===== config.mk =====
export PLATFORM = sky130hd
export DESIGN_NAME = regfile_multiport
export DESIGN_NICKNAME = d
export VERILOG_FILES = /design/src/rtl/regfile_multiport.sv
export SDC_FILE = /design/constraint.sdc
export NUM_CORES = 2
export LEC_CHECK = 0
export BUFFER_PORTS_ARGS = -buffer_cell sky130_fd_sc_hd__buf_2
export CELL_PAD_IN_SITES_DETAIL_PLACEMENT = 0
export CELL_PAD_IN_SITES_GLOBAL_PLACEMENT = 1
export CORE_MARGIN = 5
export CORE_UTILIZATION = 55
export CTS_BUF_LIST = sky130_fd_sc_hd__clkbuf_4 sky130_fd_sc_hd__clkbuf_8
export DETAILED_ROUTE_END_ITERATION = 7
export PLACE_DENSITY = 0.83
export SYNTH_ARGS = -nofsm -noshare
export SYNTH_HDL_FRONTEND = slang
export SYNTH_SLANG_ARGS = --single-unit

===== constraint.sdc =====
create_clock -name clock -period 4.3 [get_ports clock]
set_clock_uncertainty 0.1 [all_clocks]
set_input_delay 0.645 -clock clock [delete_from_list [all_inputs] [get_ports clock]]
set_output_delay 0.645 -clock clock [all_outputs]
set_load 0.03 [all_outputs]

===== src/rtl/regfile_multiport.sv =====
// Multi-read, single-write register file with registered reads and a pending scoreboard.
// Define REGFILE_BYPASS_EN for write-through on same-cycle read/write collisions.
module regfile_multiport #(
    parameter int DATA_WIDTH   = 32,
    parameter int ADDR_WIDTH   = 5,
    parameter int NUM_RD_PORTS = 2
) (
    input  logic                               clock,
    input  logic                               reset,
    input  logic [NUM_RD_PORTS-1:0]            rd_en,
    input  logic [NUM_RD_PORTS*ADDR_WIDTH-1:0] rd_addr,
    output logic [NUM_RD_PORTS*DATA_WIDTH-1:0] rd_data,
    output logic [NUM_RD_PORTS-1:0]            rd_valid,
    output logic [NUM_RD_PORTS-1:0]            rd_busy,
    input  logic                               wr_en,
    input  logic [ADDR_WIDTH-1:0]              wr_addr,
    input  logic [DATA_WIDTH-1:0]              wr_data,
    input  logic                               pend_set,
    input  logic [ADDR_WIDTH-1:0]              pend_addr,
    output logic                               any_pending
);

    localparam int DEPTH = 2 ** ADDR_WIDTH;

    logic [DATA_WIDTH-1:0] regs [DEPTH];
    logic [DEPTH-1:0]      pending;

    logic [ADDR_WIDTH-1:0] rd_idx [NUM_RD_PORTS];
    logic [DATA_WIDTH-1:0] rd_val [NUM_RD_PORTS];
    logic [NUM_RD_PORTS-1:0] wr_hit;
    logic [NUM_RD_PORTS-1:0] pend_hit;

    logic wr_ok;
    logic pend_ok;

    assign wr_ok   = wr_en && (wr_addr != '0);
    assign pend_ok = pend_set && (pend_addr != '0);

    genvar gp;
    generate
        for (gp = 0; gp < NUM_RD_PORTS; gp++) begin : g_rd
            assign rd_idx[gp]   = rd_addr[gp*ADDR_WIDTH +: ADDR_WIDTH];
            assign wr_hit[gp]   = wr_en && (wr_addr == rd_idx[gp]);
            assign pend_hit[gp] = pend_set && (pend_addr == rd_idx[gp]);
`ifdef REGFILE_BYPASS_EN
            assign rd_val[gp] = (rd_idx[gp] == '0) ? '0 :
                                wr_hit[gp] ? wr_data : regs[rd_idx[gp]];
            // A completing producer clears the hazard unless a new one re-marks it.
            assign rd_busy[gp] = pending[rd_idx[gp]] &&
                                 !(wr_hit[gp] && !pend_hit[gp]);
`else
            assign rd_val[gp] = (rd_idx[gp] == '0) ? '0 : regs[rd_idx[gp]];
            assign rd_busy[gp] = pending[rd_idx[gp]];
`endif
        end
    endgenerate

    assign any_pending = |pending;

    always_ff @(posedge clock) begin
        if (reset) begin
            for (int i = 0; i < DEPTH; i++) begin
                regs[i] <= '0;
            end
        end else if (wr_ok) begin
            regs[wr_addr] <= wr_data;
        end
    end

    // Set is applied after clear so a same-address re-mark wins.
    always_ff @(posedge clock) begin
        if (reset) begin
            pending <= '0;
        end else begin
            if (wr_en) begin
                pending[wr_addr] <= 1'b0;
            end
            if (pend_ok) begin
                pending[pend_addr] <= 1'b1;
            end
        end
    end

    always_ff @(posedge clock) begin
        if (reset) begin
            rd_data  <= '0;
            rd_valid <= '0;
        end else begin
            for (int p = 0; p < NUM_RD_PORTS; p++) begin
                rd_valid[p] <= rd_en[p];
                if (rd_en[p]) begin
                    rd_data[p*DATA_WIDTH +: DATA_WIDTH] <= rd_val[p];
                end
            end
        end
    end

endmodule


======== Word-level counts from Yosys, hierarchy flattened ========
Memory sizes are Yosys's and may differ from the RTL's.
Cells that the tools add are included.
storage, ports and cells
  bits in registers ....................... 98
  memory bits (writable) .................. 1024
  bits of input ports ..................... 58
  output and inout port bits .............. 69
  word-level logic and storage cells ...... 45
  memories ................................ 1
memories
  memory  depth  width  read ports  clocked after memory_dff  write ports  RTL line  RTL
  regs    32     32     2           0                         32           25        logic [DATA_WIDTH-1:0] regs [DEPTH];
operators by class
  order comparisons ....................... 6
  muxes and demuxes ....................... 21
  bitwise operators ....................... 3
  reduce and logical (&&, ||, !) cells .... 10
operators by type and width
  operator                                                            count
  two-way mux 32 bit                                                  6
  OR reduction 32 bit                                                 2
  bitwise AND 32 bit                                                  1
  NOT 32 bit                                                          1
  bitwise OR 32 bit                                                   1
  < comparator 5 x 6 -> 1 bit (second input constant)                 4
  binary-select mux 1 bit (select 5 bit)                              2
  demux 1 bit (select 5 bit)                                          2
  greater-or-equal comparator 5 x 1 -> 1 bit (second input constant)  2
  zero test 5 bit                                                     2
  two-way mux 1 bit                                                   10
  nonzero test 5 bit                                                  2
  two-way mux 5 bit                                                   1
  logical AND 1 bit                                                   4

======== Logic depth before layout (Yosys ltp) ========
  word-level depth ........................ 10
  mapped depth ............................ 8
  mapped depth without buffers ............ 4

======== Worst setup path after synthesis ========
No wires, ideal clock.
  path kind ............................... input to register
  start ................................... input wr_addr[2]
  end ..................................... memory regs[3][0] (enable)
  arrival ................................. 2729 ps
  required time ........................... 3771 ps
  setup slack ............................. 1042 ps
  stages on the path ...................... 3
  cell sequence ........................... or3_1 -> buf_2 -> o21bai_1
RTL lines
  what         RTL line  RTL
  from (decl)  16        input logic [ADDR_WIDTH-1:0] wr_addr,
  to (decl)    25

======== Worst setup path after layout ========
  start ................................... input rd_addr[0]
  end ..................................... output rd_busy[0]
on the way
  word-level cells in the longest chain between the ends .. 2
ends and longest elaborated chain
  what                                     RTL line  RTL
  from (decl)                              11        input logic [NUM_RD_PORTS*ADDR_WIDTH-1:0] rd_addr,
  binary-select mux 1 bit (select 5 bit)   53        assign rd_busy[gp] = pending[rd_idx[gp]];
  two-way mux 1 bit (not written as such)  53
  to (decl)                                14        output logic [NUM_RD_PORTS-1:0] rd_busy,
Every way passes these cells. The select of a mux whose other input is x is not followed.

==> impl_metrics.env <==
export IMPL_r2r_start="regs[23][13]$_SDFFCE_PN0P_"
export IMPL_clk_path_buf_depth=3
export IMPL_synth_most_common_cell="and2_1"
export IMPL_drc=0
export IMPL_post_drt_wl_per_cell_um=32.9
export IMPL_synth_area_leaders="edfxtp_1, mux4_2, and2_1"
export IMPL_fin_util_pct=61.2
export IMPL_gp_congestion=0.918
export IMPL_yosys_warnings=0
export IMPL_grt_max_degree=63
export IMPL_dp_hpwl_mm=121
export IMPL_synth_area_mm2=0.0585
export IMPL_cts_setup_buffers=0
export IMPL_cp_start_kind="input pin"
export IMPL_cap_viol_max_count=0
export IMPL_crit_arrival_ps=2710
export IMPL_cts_buffers=183
export IMPL_async_flop_share_pct=0
export IMPL_relSlewSlack_pct=15.3
export IMPL_cts_hold_buf=0
export IMPL_end_kind="primary output"
export IMPL_swShare_pct=25.8
export IMPL_fp_dieH_um=336
export IMPL_finalWirelength_mm=187
export IMPL_outcome="complete, no violations"
export IMPL_startpoint="rd_addr[0]"
export IMPL_timing_fmax_mhz=289
export IMPL_critical_path_class="input pin to primary output"
export IMPL_num_vias=38000
export IMPL_cts_tree="done"
export IMPL_cp_top_family="multiplexers"
export IMPL_hold_viol=0
export IMPL_p_per_area_mw_per_mm2=391
export IMPL_yosysTopAreaCell="edfxtp_1"
export IMPL_comb_power_share_pct=11.7
export IMPL_avgSynthCellArea_um2=14.4
export IMPL_cellInternalPower_w=0.0187
export IMPL_drt_first_pass_iters=6
export IMPL_die_area_mm2=0.113
export IMPL_dpl_worst_slack_ps=517
export IMPL_tightest_slew_ps=1270
export IMPL_die_w_um=336
export IMPL_clockRootBuffer="clkbuf_8"
export IMPL_rrSetupSlack_ps=1580
export IMPL_grt_pass1_vias=37200
export IMPL_synth_top_cell_area_share_pct=52.6
export IMPL_hold_class="input pin to flip-flop"
export IMPL_ioPinCount=127
export IMPL_netlist_instances=4067
export IMPL_multiInputGateArea_mm2=0.0243
export IMPL_start_util_pct=55.5
export IMPL_grt_antenna_before_repair=12
export IMPL_row_count=119
export IMPL_drtIter0Drc=5315
export IMPL_critical_path_slowest_cell="mux4_2"
export IMPL_switchingPower_w=0.00651
export IMPL_synth_cell_types=42
export IMPL_worst_slack_ps=842
export IMPL_synthTopCellsByCount="and2_1, edfxtp_1, mux4_2, mux2i_1, clkbuf_1"
export IMPL_grt_pass1_wl_mm=268
export IMPL_cp_max_fo=37
export IMPL_cp_num_buf_inv=2
export IMPL_synth_edff_count=1024
export IMPL_numPortBuffers=126
export IMPL_clock_sinks=1122
export IMPL_min_period_ps=3460
export IMPL_cp_depth=5
export IMPL_p_total_w=0.0252
export IMPL_endpoint="rd_busy[0]"
export IMPL_ys_seq_area_share_pct=55.9
export IMPL_area_growth_pct=10.3
export IMPL_critPathMaxStageDelay_ps=600
export IMPL_seq_power_share_pct=51.1
export IMPL_reg2reg_depth=4
export IMPL_setup_tns_ps=0
export IMPL_core_area_mm2=0.105
export IMPL_post_drt_via_cell_ratio=6.69
export IMPL_setup_viol_count_final=0
export IMPL_fillers=7863
export IMPL_cpMostUsedCell="mux4_2"
export IMPL_synth_ff_type="edfxtp_1"
export IMPL_clock_latency_ps=860
export IMPL_slew_viol_final=0
export IMPL_register_area_mm2=0.0327
export IMPL_layout_nets=4204
export IMPL_timing_final_crit_share_pct=80.4
export IMPL_h_tree_depth=4
export IMPL_path_clk_slew_ps=50
export IMPL_reg2reg_to="rd_data[13]$_SDFFE_PP0P_"
export IMPL_ys_ff_latch=1122
export IMPL_p_leak_nw=23.1
export IMPL_cp_required_ps=3560
export IMPL_whs_path_depth=2
export IMPL_rsz0062_at_grt="false"
export IMPL_drive_gt1_share_pct=26.2
export IMPL_path_cells="buf_8, mux4_2, mux4_2, mux2_2, buf_2"
export IMPL_grt_overflow_total=0
export IMPL_grtUsageTotal_pct=33.1
export IMPL_vdd_ir_drop_max_mv=0.300
export IMPL_p_clk_share_pct=37.2
export IMPL_cts_resized=0
export IMPL_detail_route_antenna_nets=0
## registers in the layout, indices dropped and copies added, names as in the netlist
name / count
rd_data: 64
regs: 1024
pending: 32
rd_valid: 2
## how the worst min path moves through the flow
stage	slack (ps)	to	from
global placement	400	pending[29]$_SDFF_PP0_	pending[29]$_SDFF_PP0_
global route	60	rd_valid[1]$_SDFF_PP0_	rd_en[1]
finish	90	rd_valid[1]$_SDFF_PP0_	rd_en[1]
floorplan	360	pending[2]$_SDFF_PP0_	pending[2]$_SDFF_PP0_
CTS	20	rd_valid[1]$_SDFF_PP0_	rd_en[1]
detailed placement	400	pending[29]$_SDFF_PP0_	pending[29]$_SDFF_PP0_
## placed cells by master (no fill, tap or decap), types with 4 or more instances in the layout
cell type   count
nor2b_1        30
nand2_1        39
conb_1         32
o21bai_4        4
o21ai_0        30
a32o_1         46
nor2b_4         6
nor3b_1         5
and3_1         20
nand3b_1        5
buf_8           6
nand3_1         4
clkbuf_4       66
nor2_1          5
clkinv_1       34
or2_2          82
nor4_1          9
nor2_2         31
o311ai_1        4
mux4_2        404
clkinvlp_4      6
buf_12         20
diode_2         5
a22oi_1       128
and2_1       1031
buf_4         142
a21boi_0       26
a211oi_1       26
mux2i_1       358
clkbuf_8      201
o311ai_0       60
edfxtp_1     1024
or2_0          10
a221oi_1       18
nor2_4          4
dfxtp_1        98
a21oi_1       112
clkinv_2       20
buf_2         120
## metrics by stage
stage / hold slack (ps) / area (µm²) / cells
2_1_floorplan: 365 / 58600 / 4098
3_3_place_gp: 397 / 60900 / 5351
3_5_place_dp: 403 / 60900 / 5351
4_1_cts: 19.4 / 64500 / 5684
5_1_grt: 63.4 / 64500 / 5687
6_report: 92.3 / 64500 / 5690
## area by class of cell
cell class / instances / share of cell area [%]
Inverter: 3 / 0.0174
Timing Repair Buffer: 288 / 3.34
Tap cell: 1391 / 2.70
Clock buffer: 267 / 5.05
Multi-Input combinational cell: 2548 / 37.6
Sequential cell: 1122 / 50.7
Clock inverter: 66 / 0.607
Antenna cell: 5 / 0.0194
## routing by layer
metal	GRT usage (%)	vias to the layer above	routed length, µm
met4	10.3	2	5990
li1	-	15700	-
met1	47.2	19300	71700
met2	47.9	2764	82200
met3	12.2	345	27600
met5	0	-	18
## cell families after synthesis
group | synth area share [%]
multiplexers | 21.7
AO/OA/AOI/OAI | 5.60
buffers and inverters | 3.18
AND/OR/NAND/NOR | 13.6
other | 0.00641
flip-flops | 55.9
## power by group through the flow
stage                     registers, W  clock network [W]  logic, W
after floorplan                 0.0131                  0   0.00175
after global placement          0.0131                  0   0.00286
after detailed placement        0.0131                  0   0.00287
after CTS                       0.0129            0.00944   0.00288
after global routing            0.0129            0.00997   0.00306
final                           0.0129            0.00939   0.00294
No activity file was read; power rests on OpenSTA's default activity.
